--- config.mk ---
export PLATFORM = sky130hd
export DESIGN_NAME = exec_muldiv_ctrl_flat
export DESIGN_NICKNAME = d
export VERILOG_FILES = /design/src/rtl/exec_muldiv_ctrl_if.sv /design/src/rtl/exec_muldiv_ctrl.sv /design/src/flat_wrapper.sv
export SDC_FILE = /design/constraint.sdc
export NUM_CORES = 1
export LEC_CHECK = 0
export ABC_AREA = 1
export CAP_MARGIN = 5
export CELL_PAD_IN_SITES_DETAIL_PLACEMENT = 0
export CELL_PAD_IN_SITES_GLOBAL_PLACEMENT = 1
export CORE_AREA = 2 2 212 297
export DETAILED_ROUTE_END_ITERATION = 10
export DIE_AREA = 0 0 214 299
export HOLD_SLACK_MARGIN = 0.02
export PLACE_DENSITY_LB_ADDON = 0.1
export RECOVER_POWER = 50
export SLEW_MARGIN = 40
export SYNTH_ARGS = -nofsm -noshare
export SYNTH_HDL_FRONTEND = slang
export SYNTH_SLANG_ARGS = --single-unit
--- constraint.sdc ---
create_clock -name clk -period 3.5 [get_ports clk]
set_clock_uncertainty 0.15 [all_clocks]
set_input_delay 0.7 -clock clk [delete_from_list [all_inputs] [get_ports clk]]
set_output_delay 0.7 -clock clk [all_outputs]
set_load 0.005 [all_outputs]
--- src/rtl/exec_muldiv_ctrl_if.sv ---
// exec_muldiv_ctrl_if: request/response bundle between the execute stage and
// the iterative RV32M multiply/divide sequencer.
//   flush, start, funct3, srcA, srcB, rdAddrE : execute -> sequencer
//   stall, busy, done, result, rdAddr         : sequencer -> execute/hazard/writeback
// Modports: master = execute side, slave = sequencer.
interface exec_muldiv_ctrl_if #(
    parameter int unsigned XLEN = 32
);
    logic            flush;
    logic            start;
    logic [2:0]      funct3;
    logic [XLEN-1:0] srcA;
    logic [XLEN-1:0] srcB;
    logic [4:0]      rdAddrE;
    logic            stall;
    logic            busy;
    logic            done;
    logic [XLEN-1:0] result;
    logic [4:0]      rdAddr;

    modport master (
        output flush, start, funct3, srcA, srcB, rdAddrE,
        input  stall, busy, done, result, rdAddr
    );

    modport slave (
        input  flush, start, funct3, srcA, srcB, rdAddrE,
        output stall, busy, done, result, rdAddr
    );
endinterface

--- src/rtl/exec_muldiv_ctrl.sv ---
// exec_muldiv_ctrl: iterative RV32M multiply/divide sequencer beside the
// execute-stage ALU. Accepts one M-op, holds the front of the pipeline with
// stall while a shift-add multiply or restoring divide runs for XLEN cycles,
// then presents result/rdAddr for one cycle with done.
// Ports:
//   clk  - clock, all state on posedge
//   rst  - synchronous active-high reset
//   bus  - exec_muldiv_ctrl_if.slave (flush/start/funct3/srcA/srcB/rdAddrE in,
//          stall/busy/done/result/rdAddr out; stall is combinational)
// Configuration macro: FAST_MUL_EN - when defined, multiplies complete with a
// single-cycle XLENxXLEN product; divides stay iterative.
module exec_muldiv_ctrl #(
    parameter int unsigned XLEN = 32
) (
    input  logic                 clk,
    input  logic                 rst,
    exec_muldiv_ctrl_if.slave    bus
);
    localparam int unsigned CNT_W = $clog2(XLEN);
    localparam int unsigned PW    = 2 * XLEN;

    typedef enum logic [1:0] {
        S_IDLE = 2'd0,
        S_CALC = 2'd1,
        S_DONE = 2'd2
    } state_t;

    state_t          state;
    logic [CNT_W-1:0] cnt;
    logic [2:0]      op;
    logic            neg;
    logic [4:0]      rd_q;
    // opnd: multiplicand (mul) or divisor (div).
    // acc_hi/acc_lo: product high/low (mul) or remainder/quotient-dividend (div).
    logic [XLEN-1:0] opnd;
    logic [XLEN-1:0] acc_hi;
    logic [XLEN-1:0] acc_lo;

    // Accept-time decode: operand magnitudes, sign flag and special cases
    logic            a_signed, b_signed, sa, sb, neg_n;
    logic [XLEN-1:0] a_abs, b_abs;
    logic            is_div, div0, ovf, special;
    logic [XLEN-1:0] special_res;

    always_comb begin
        a_signed    = 1'b0;
        b_signed    = 1'b0;
        special_res = '0;
        unique case (bus.funct3)
            3'b000, 3'b001, 3'b100, 3'b110: begin a_signed = 1'b1; b_signed = 1'b1; end
            3'b010:                         begin a_signed = 1'b1; end
            default:                        ;
        endcase
        sa     = a_signed & bus.srcA[XLEN-1];
        sb     = b_signed & bus.srcB[XLEN-1];
        a_abs  = sa ? (XLEN'(0) - bus.srcA) : bus.srcA;
        b_abs  = sb ? (XLEN'(0) - bus.srcB) : bus.srcB;
        // remainder follows the dividend sign, everything else the product/quotient sign
        neg_n  = (bus.funct3[2] & bus.funct3[1]) ? sa : (sa ^ sb);
        is_div = bus.funct3[2];
        div0   = is_div && (bus.srcB == '0);
        ovf    = is_div && !bus.funct3[0]
               && (bus.srcA == {1'b1, {(XLEN-1){1'b0}}}) && (bus.srcB == '1);
        special = div0 | ovf;
        if (div0)
            special_res = bus.funct3[1] ? bus.srcA : '1;
        else if (ovf)
            special_res = bus.funct3[1] ? '0 : bus.srcA;
    end

`ifdef FAST_MUL_EN
    // Single-cycle product on magnitudes, sign applied afterwards
    logic [PW-1:0]   fast_prod, fast_prod_s;
    logic [XLEN-1:0] fast_res;

    always_comb begin
        fast_prod   = PW'(a_abs) * PW'(b_abs);
        fast_prod_s = neg_n ? (PW'(0) - fast_prod) : fast_prod;
        fast_res    = (bus.funct3[1:0] == 2'b00) ? fast_prod_s[XLEN-1:0]
                                                 : fast_prod_s[PW-1:XLEN];
    end
`endif

    // One iteration step for each datapath, plus the final signed result
    logic [XLEN:0]   mul_sum;
    logic [XLEN-1:0] mul_hi_n, mul_lo_n;
    logic [XLEN:0]   div_shift;
    logic            div_ge;
    logic [XLEN-1:0] div_hi_n, div_lo_n;
    logic [PW-1:0]   prod, prod_s;
    logic [XLEN-1:0] mul_res, div_sel, div_res, fin_res;

    always_comb begin
        mul_sum   = {1'b0, acc_hi} + (acc_lo[0] ? {1'b0, opnd} : '0);
        mul_hi_n  = mul_sum[XLEN:1];
        mul_lo_n  = {mul_sum[0], acc_lo[XLEN-1:1]};

        div_shift = {acc_hi, acc_lo[XLEN-1]};
        div_ge    = div_shift >= {1'b0, opnd};
        div_hi_n  = div_ge ? XLEN'(div_shift - {1'b0, opnd}) : div_shift[XLEN-1:0];
        div_lo_n  = {acc_lo[XLEN-2:0], div_ge};

        prod      = {mul_hi_n, mul_lo_n};
        prod_s    = neg ? (PW'(0) - prod) : prod;
        mul_res   = (op[1:0] == 2'b00) ? prod_s[XLEN-1:0] : prod_s[PW-1:XLEN];
        div_sel   = op[1] ? div_hi_n : div_lo_n;
        div_res   = neg ? (XLEN'(0) - div_sel) : div_sel;
        fin_res   = op[2] ? div_res : mul_res;
    end

    // Hold F/D/E in the accept cycle and for the whole iteration phase
    assign bus.stall = (bus.start && (state == S_IDLE)) || (state == S_CALC);

    // Sequencer state, datapath registers and registered outputs
    always_ff @(posedge clk) begin
        if (rst) begin
            state      <= S_IDLE;
            cnt        <= '0;
            op         <= '0;
            neg        <= 1'b0;
            rd_q       <= '0;
            opnd       <= '0;
            acc_hi     <= '0;
            acc_lo     <= '0;
            bus.busy   <= 1'b0;
            bus.done   <= 1'b0;
            bus.result <= '0;
            bus.rdAddr <= '0;
        end else if (bus.flush) begin
            state    <= S_IDLE;
            cnt      <= '0;
            bus.busy <= 1'b0;
            bus.done <= 1'b0;
        end else begin
            unique case (state)
                S_IDLE: begin
                    bus.done <= 1'b0;
                    if (bus.start) begin
                        op   <= bus.funct3;
                        neg  <= neg_n;
                        rd_q <= bus.rdAddrE;
                        cnt  <= '0;
                        if (special) begin
                            state      <= S_DONE;
                            bus.busy   <= 1'b1;
                            bus.done   <= 1'b1;
                            bus.result <= special_res;
                            bus.rdAddr <= bus.rdAddrE;
                        end
`ifdef FAST_MUL_EN
                        else if (!bus.funct3[2]) begin
                            state      <= S_DONE;
                            bus.busy   <= 1'b1;
                            bus.done   <= 1'b1;
                            bus.result <= fast_res;
                            bus.rdAddr <= bus.rdAddrE;
                        end
`endif
                        else begin
                            state    <= S_CALC;
                            bus.busy <= 1'b1;
                            opnd     <= bus.funct3[2] ? b_abs : a_abs;
                            acc_hi   <= '0;
                            acc_lo   <= bus.funct3[2] ? a_abs : b_abs;
                        end
                    end
                end
                S_CALC: begin
                    acc_hi <= op[2] ? div_hi_n : mul_hi_n;
                    acc_lo <= op[2] ? div_lo_n : mul_lo_n;
                    cnt    <= cnt + CNT_W'(1);
                    // last iteration: the sign fix-up is folded into the same edge
                    if (cnt == CNT_W'(XLEN - 1)) begin
                        state      <= S_DONE;
                        bus.done   <= 1'b1;
                        bus.result <= fin_res;
                        bus.rdAddr <= rd_q;
                    end
                end
                S_DONE: begin
                    state    <= S_IDLE;
                    bus.busy <= 1'b0;
                    bus.done <= 1'b0;
                end
                default: begin
                    state    <= S_IDLE;
                    bus.busy <= 1'b0;
                    bus.done <= 1'b0;
                end
            endcase
        end
    end
endmodule
--- src/flat_wrapper.sv ---
// flat-port wrapper written by rule: the top's interface ports become plain ports
module exec_muldiv_ctrl_flat 
#(
    parameter int unsigned XLEN = 32
)
  (clk, rst, bus_flush, bus_start, bus_funct3, bus_srcA, bus_srcB, bus_rdAddrE, bus_stall, bus_busy, bus_done, bus_result, bus_rdAddr);
  exec_muldiv_ctrl_if #(.XLEN(XLEN)) bus_i ();
  input  logic clk;
  input  logic rst;
  input wire logic [$bits(bus_i.flush)-1:0] bus_flush;
  input wire logic [$bits(bus_i.start)-1:0] bus_start;
  input wire logic [$bits(bus_i.funct3)-1:0] bus_funct3;
  input wire logic [$bits(bus_i.srcA)-1:0] bus_srcA;
  input wire logic [$bits(bus_i.srcB)-1:0] bus_srcB;
  input wire logic [$bits(bus_i.rdAddrE)-1:0] bus_rdAddrE;
  output wire logic [$bits(bus_i.stall)-1:0] bus_stall;
  output wire logic [$bits(bus_i.busy)-1:0] bus_busy;
  output wire logic [$bits(bus_i.done)-1:0] bus_done;
  output wire logic [$bits(bus_i.result)-1:0] bus_result;
  output wire logic [$bits(bus_i.rdAddr)-1:0] bus_rdAddr;
  assign bus_i.flush = bus_flush;
  assign bus_i.start = bus_start;
  assign bus_i.funct3 = bus_funct3;
  assign bus_i.srcA = bus_srcA;
  assign bus_i.srcB = bus_srcB;
  assign bus_i.rdAddrE = bus_rdAddrE;
  assign bus_stall = bus_i.stall;
  assign bus_busy = bus_i.busy;
  assign bus_done = bus_i.done;
  assign bus_result = bus_i.result;
  assign bus_rdAddr = bus_i.rdAddr;
  exec_muldiv_ctrl #(.XLEN(XLEN)) u_core (.clk(clk), .rst(rst), .bus(bus_i));
endmodule
==> flow_summary_export.csv <==
group,metric,value,unit
outcome,status,"complete, but fails checks",
outcome,violations,"negative setup slack",
clock_network,cts_buffer_depth,2,
cells_and_area,nFillCells,6571,
pwr,intPower,4.57,mW
pwr,power.density,266,mW/mm²
routing,drt_iter0_drc,1738,
pwr,power_leakage,14.6,nW
cells_and_area,nets,4250,
critical_path,r2r_cells,22,
timing,max_freq,271,MHz
routing,routedWlPerCell,22.5,µm
global_route,grt_max_degree,134,
pwr,power_frac_seq,23.4,%
floorplanning,fp.coreArea,0.0615,mm²
cells_and_area,final_util,49.3,%
routing,drt.antenna.violating_nets,0,
pwr,peakVddDrop,0.000390,V
critical_path,rr_startpoint,"u_core.acc_lo[0]",
logic_synthesis,avgSynthCellArea,5.60,µm²
logic_synthesis,synth_cells,3245,
floorplanning,fp-row-count,108,
placed_design,globalplace.congestion,1.01,
logic_synthesis,syn_nets,3394,
critical_path,required,3.67,ns
global_route,grt-ovfl-total,0,
clock_network,h-tree-depth,4,
pwr,fin_total_pwr,8.07,mW
logic_synthesis,syn_area,0.0182,mm²
placed_design,io_buffers,115,
routing,drt_wl_total,111000,µm
critical_path,endpoint_kind,"flop",
timing,finalHoldViolCount,0,
pwr,pwr-share-clk,25.0,%
logic_synthesis,synth-edff-count,0,
floorplanning,start_util,29.6,%
critical_path,cp_max_fo,5,
cells_and_area,regArea,0.00311,mm²
pwr,switchingPower,3.50,mW
routing,route.detailed.drc,0,
logic_synthesis,synth.distinct_cells,55,
critical_path,endpoint,"u_core.opnd[14]",
clock_network,clk_latency,0.47,ns
timing,setup_viol,108,
timing,rsz0062_at_grt,"true",
logic_synthesis,yosys.cell_count.top_type,"nand2_1",
min_path,hp-class,"flop to flop",
floorplanning,io_pins,116,
cells_and_area,layout-drive-gt1-share,38.2,%
timing,slew_headroom,46.4,%
logic_synthesis,synth_top_cells_by_count,"856 x nand2_1, 402 x inv_1, 342 x nor2_1",
routing,vias_per_cell,5.13,
floorplanning,die_area,0.0640,mm²
pwr,p_sw_share,43.4,%
floorplanning,die_w,214,µm
critical_path,critPathLaunch,"bus_srcA[1]",
timing,worst_slack,-0.191,ns
cells_and_area,n_antenna_cell,0,
global_route,antenna_found_initial,0,
global_route,grt_use_total,33.3,%
timing,min_period,3.69,ns
critical_path,r2r_end,"u_core.bus.result[16]",
logic_synthesis,synth-async-reset-ratio,0,%
run,maxCapViolCount,0,
placed_design,dp_hpwl,89800,µm
clock_network,numCtsBuffers,17,
min_path,hold_depth,2,
routing,drt_first_pass_iters,5,
logic_synthesis,synth_area_leaders,"nand2_1 18%, dfxtp_1 17%, inv_1 8.3%",
routing,num_vias,25400,
critical_path,critPathKind,"primary input to flop",
pwr,comb_power_share,51.7,%
timing,drv_slew,0,
timing,worstMarginPinSlew,0.804,ns
cells_and_area,multi_input_area,0.0157,mm²
global_route,grt_pass1_wl,159000,µm
logic_synthesis,synth_top_area_share,17.7,%
clock_network,cts_root_buf,"clkbuf_16",
floorplanning,die_h,299,µm
logic_synthesis,yosys.area.top_type,"nand2_1",
logic_synthesis,synth-seq-cells,151,
critical_path,cp-start-kind,"primary input",
global_route,grt_pass1_vias,25200,
clock_network,clkTransAtPathRegs,0.08,ns
critical_path,arrival,3.86,ns
timing,period_share,105,%
logic_synthesis,yosysSeqAreaShare,16.6,%
clock_network,cts_tree,"yes",
critical_path,rrSetupSlack,-0.15,ns
cells_and_area,area_delta_synth_final,66.9,%
clock_network,cts_sinks,151,
logic_synthesis,synth_warnings,0,
logic_synthesis,ys.flop_type,"dfxtp_1",
## flip-flops by register name, indices dropped and copies added, names as in the netlist
register and cells:
u_core.acc_lo 32, u_core.op 3, u_core.bus.busy 1, u_core.state 2, u_core.acc_hi 32, u_core.opnd 32
u_core.bus.rdAddr 5, u_core.cnt 5, u_core.bus.result 32, u_core.rd_q 5, u_core.neg 1, u_core.bus.done 1
## area by class of cell
cell class / count / area share (%)
clock inverter: 13 / 0.499
multi-input combinational: 2531 / 51.8
inverter: 425 / 5.30
timing repair buffer: 975 / 27.3
sequential: 151 / 10.2
clock buffer: 19 / 1.46
tap: 825 / 3.40
## worst max-delay path: stages
cell and delay [ns]:
clkdlybuf4s50_1 0.41, inv_2 0.12, ha_4 0.14, nand3_1 0.08
inv_2 0.07, nand3_2 0.08, nor3_2 0.16, buf_4 0.14
buf_4 0.10, inv_1 0.04, nor4_1 0.41, nand4_1 0.16
nand2_1 0.24, clkbuf_2 0.20, nor2_2 0.07, inv_2 0.12
buf_12 0.14, a21oi_1 0.04, o21ai_0 0.28, a21oi_1 0.14
## layer usage
| metal | wire, µm | share of wire (%) | up-vias | global-route usage [%] |
|---|---|---|---|---|
| met2 | 57000 | 51 | 808 | 62.3 |
| met5 | 0 | 0 | - | 0 |
| met4 | 8530 | 7.7 | 0 | 21.4 |
| li1 | - | - | 12300 | - |
| met3 | 4140 | 3.7 | 247 | 2.42 |
| met1 | 41500 | 37 | 12000 | 36.2 |
## cell usage in the layout, fill, tap and decap left out, types with 11 or more instances in the layout
cell	netlist	layout
nand2_2	40	168
clkbuf_16	0	24
xor2_1	88	78
inv_2	17	56
nand2_4	1	43
nor3_1	49	35
a21oi_1	288	230
dlygate4sd3_1	0	42
a21oi_2	7	57
dfxtp_1	151	107
dfxtp_4	0	12
nor2_1	342	274
o21ai_2	6	25
ha_1	71	11
nand3_2	18	65
nor2_4	7	37
ha_4	0	58
o21ai_1	12	20
buf_4	3	792
buf_6	6	20
dfxtp_2	0	32
nand3b_1	14	14
nand4_1	46	46
nor2_2	16	54
clkdlybuf4s50_1	0	67
nand2_1	856	686
nor3_2	7	14
xnor2_1	25	20
o21ai_0	225	195
o211ai_1	55	55
inv_1	402	364
a211oi_1	22	22
a31oi_1	23	23
nand3_1	250	195
buf_12	0	34
## power by group through the flow
stage,sequential [mW],combinational [mW],clock [mW]
finish,1.88,4.17,2.01
global route,1.89,4.47,2.09
CTS,1.88,3.86,2.04
detailed placement,1.92,3.65,0
global placement,1.92,3.64,0
floorplan,1.89,1.72,0
## worst min path at each step
stage,start,endpoint,slack [ns]
4_1_cts,u_core.cnt[4],u_core.cnt[4],0.33
5_1_grt,u_core.bus.done,u_core.bus.done,0.34
3_5_place_dp,u_core.bus.busy,u_core.bus.busy,0.31
3_3_place_gp,u_core.cnt[4],u_core.cnt[4],0.30
2_1_floorplan,u_core.cnt[4],u_core.cnt[4],0.29
6_report,u_core.bus.busy,u_core.bus.busy,0.32
## metrics by stage
step           std cells  setup WS, ns  hold slack [ns]  area (µm²)  TNS [ns]
6_report            4939        -0.191            0.320       30300     -5.93
5_1_grt             4939        -0.319            0.345       30300    -22.98
4_1_cts             4887        -0.183            0.326       28000     -1.94
3_5_place_dp        4828        -0.711            0.311       26000    -59.40
3_3_place_gp        4828        -0.702            0.301       26000    -57.61
2_1_floorplan       3245         0.181            0.294       18200         0
## cells by family after synthesis
family,after synthesis,synth area share (%)
xor gates and xnor gates,113,5.45
AOI/OAI and AO/OA,677,20.7
muxes,1,0.0551
and+or+nand+nor,1667,40.0
adders and majority gates,73,5.11
buffers and inverters,563,12.1
DFF,151,16.6
## what timing repair did
action	CTS	global route
setup buffers	27	43
cloned	1	8
hold buffers	0	0
setup endpoints to repair	53	133
gates resized for setup	317	443
pin swaps	58	180
Power figures use the tool's default switching activity.
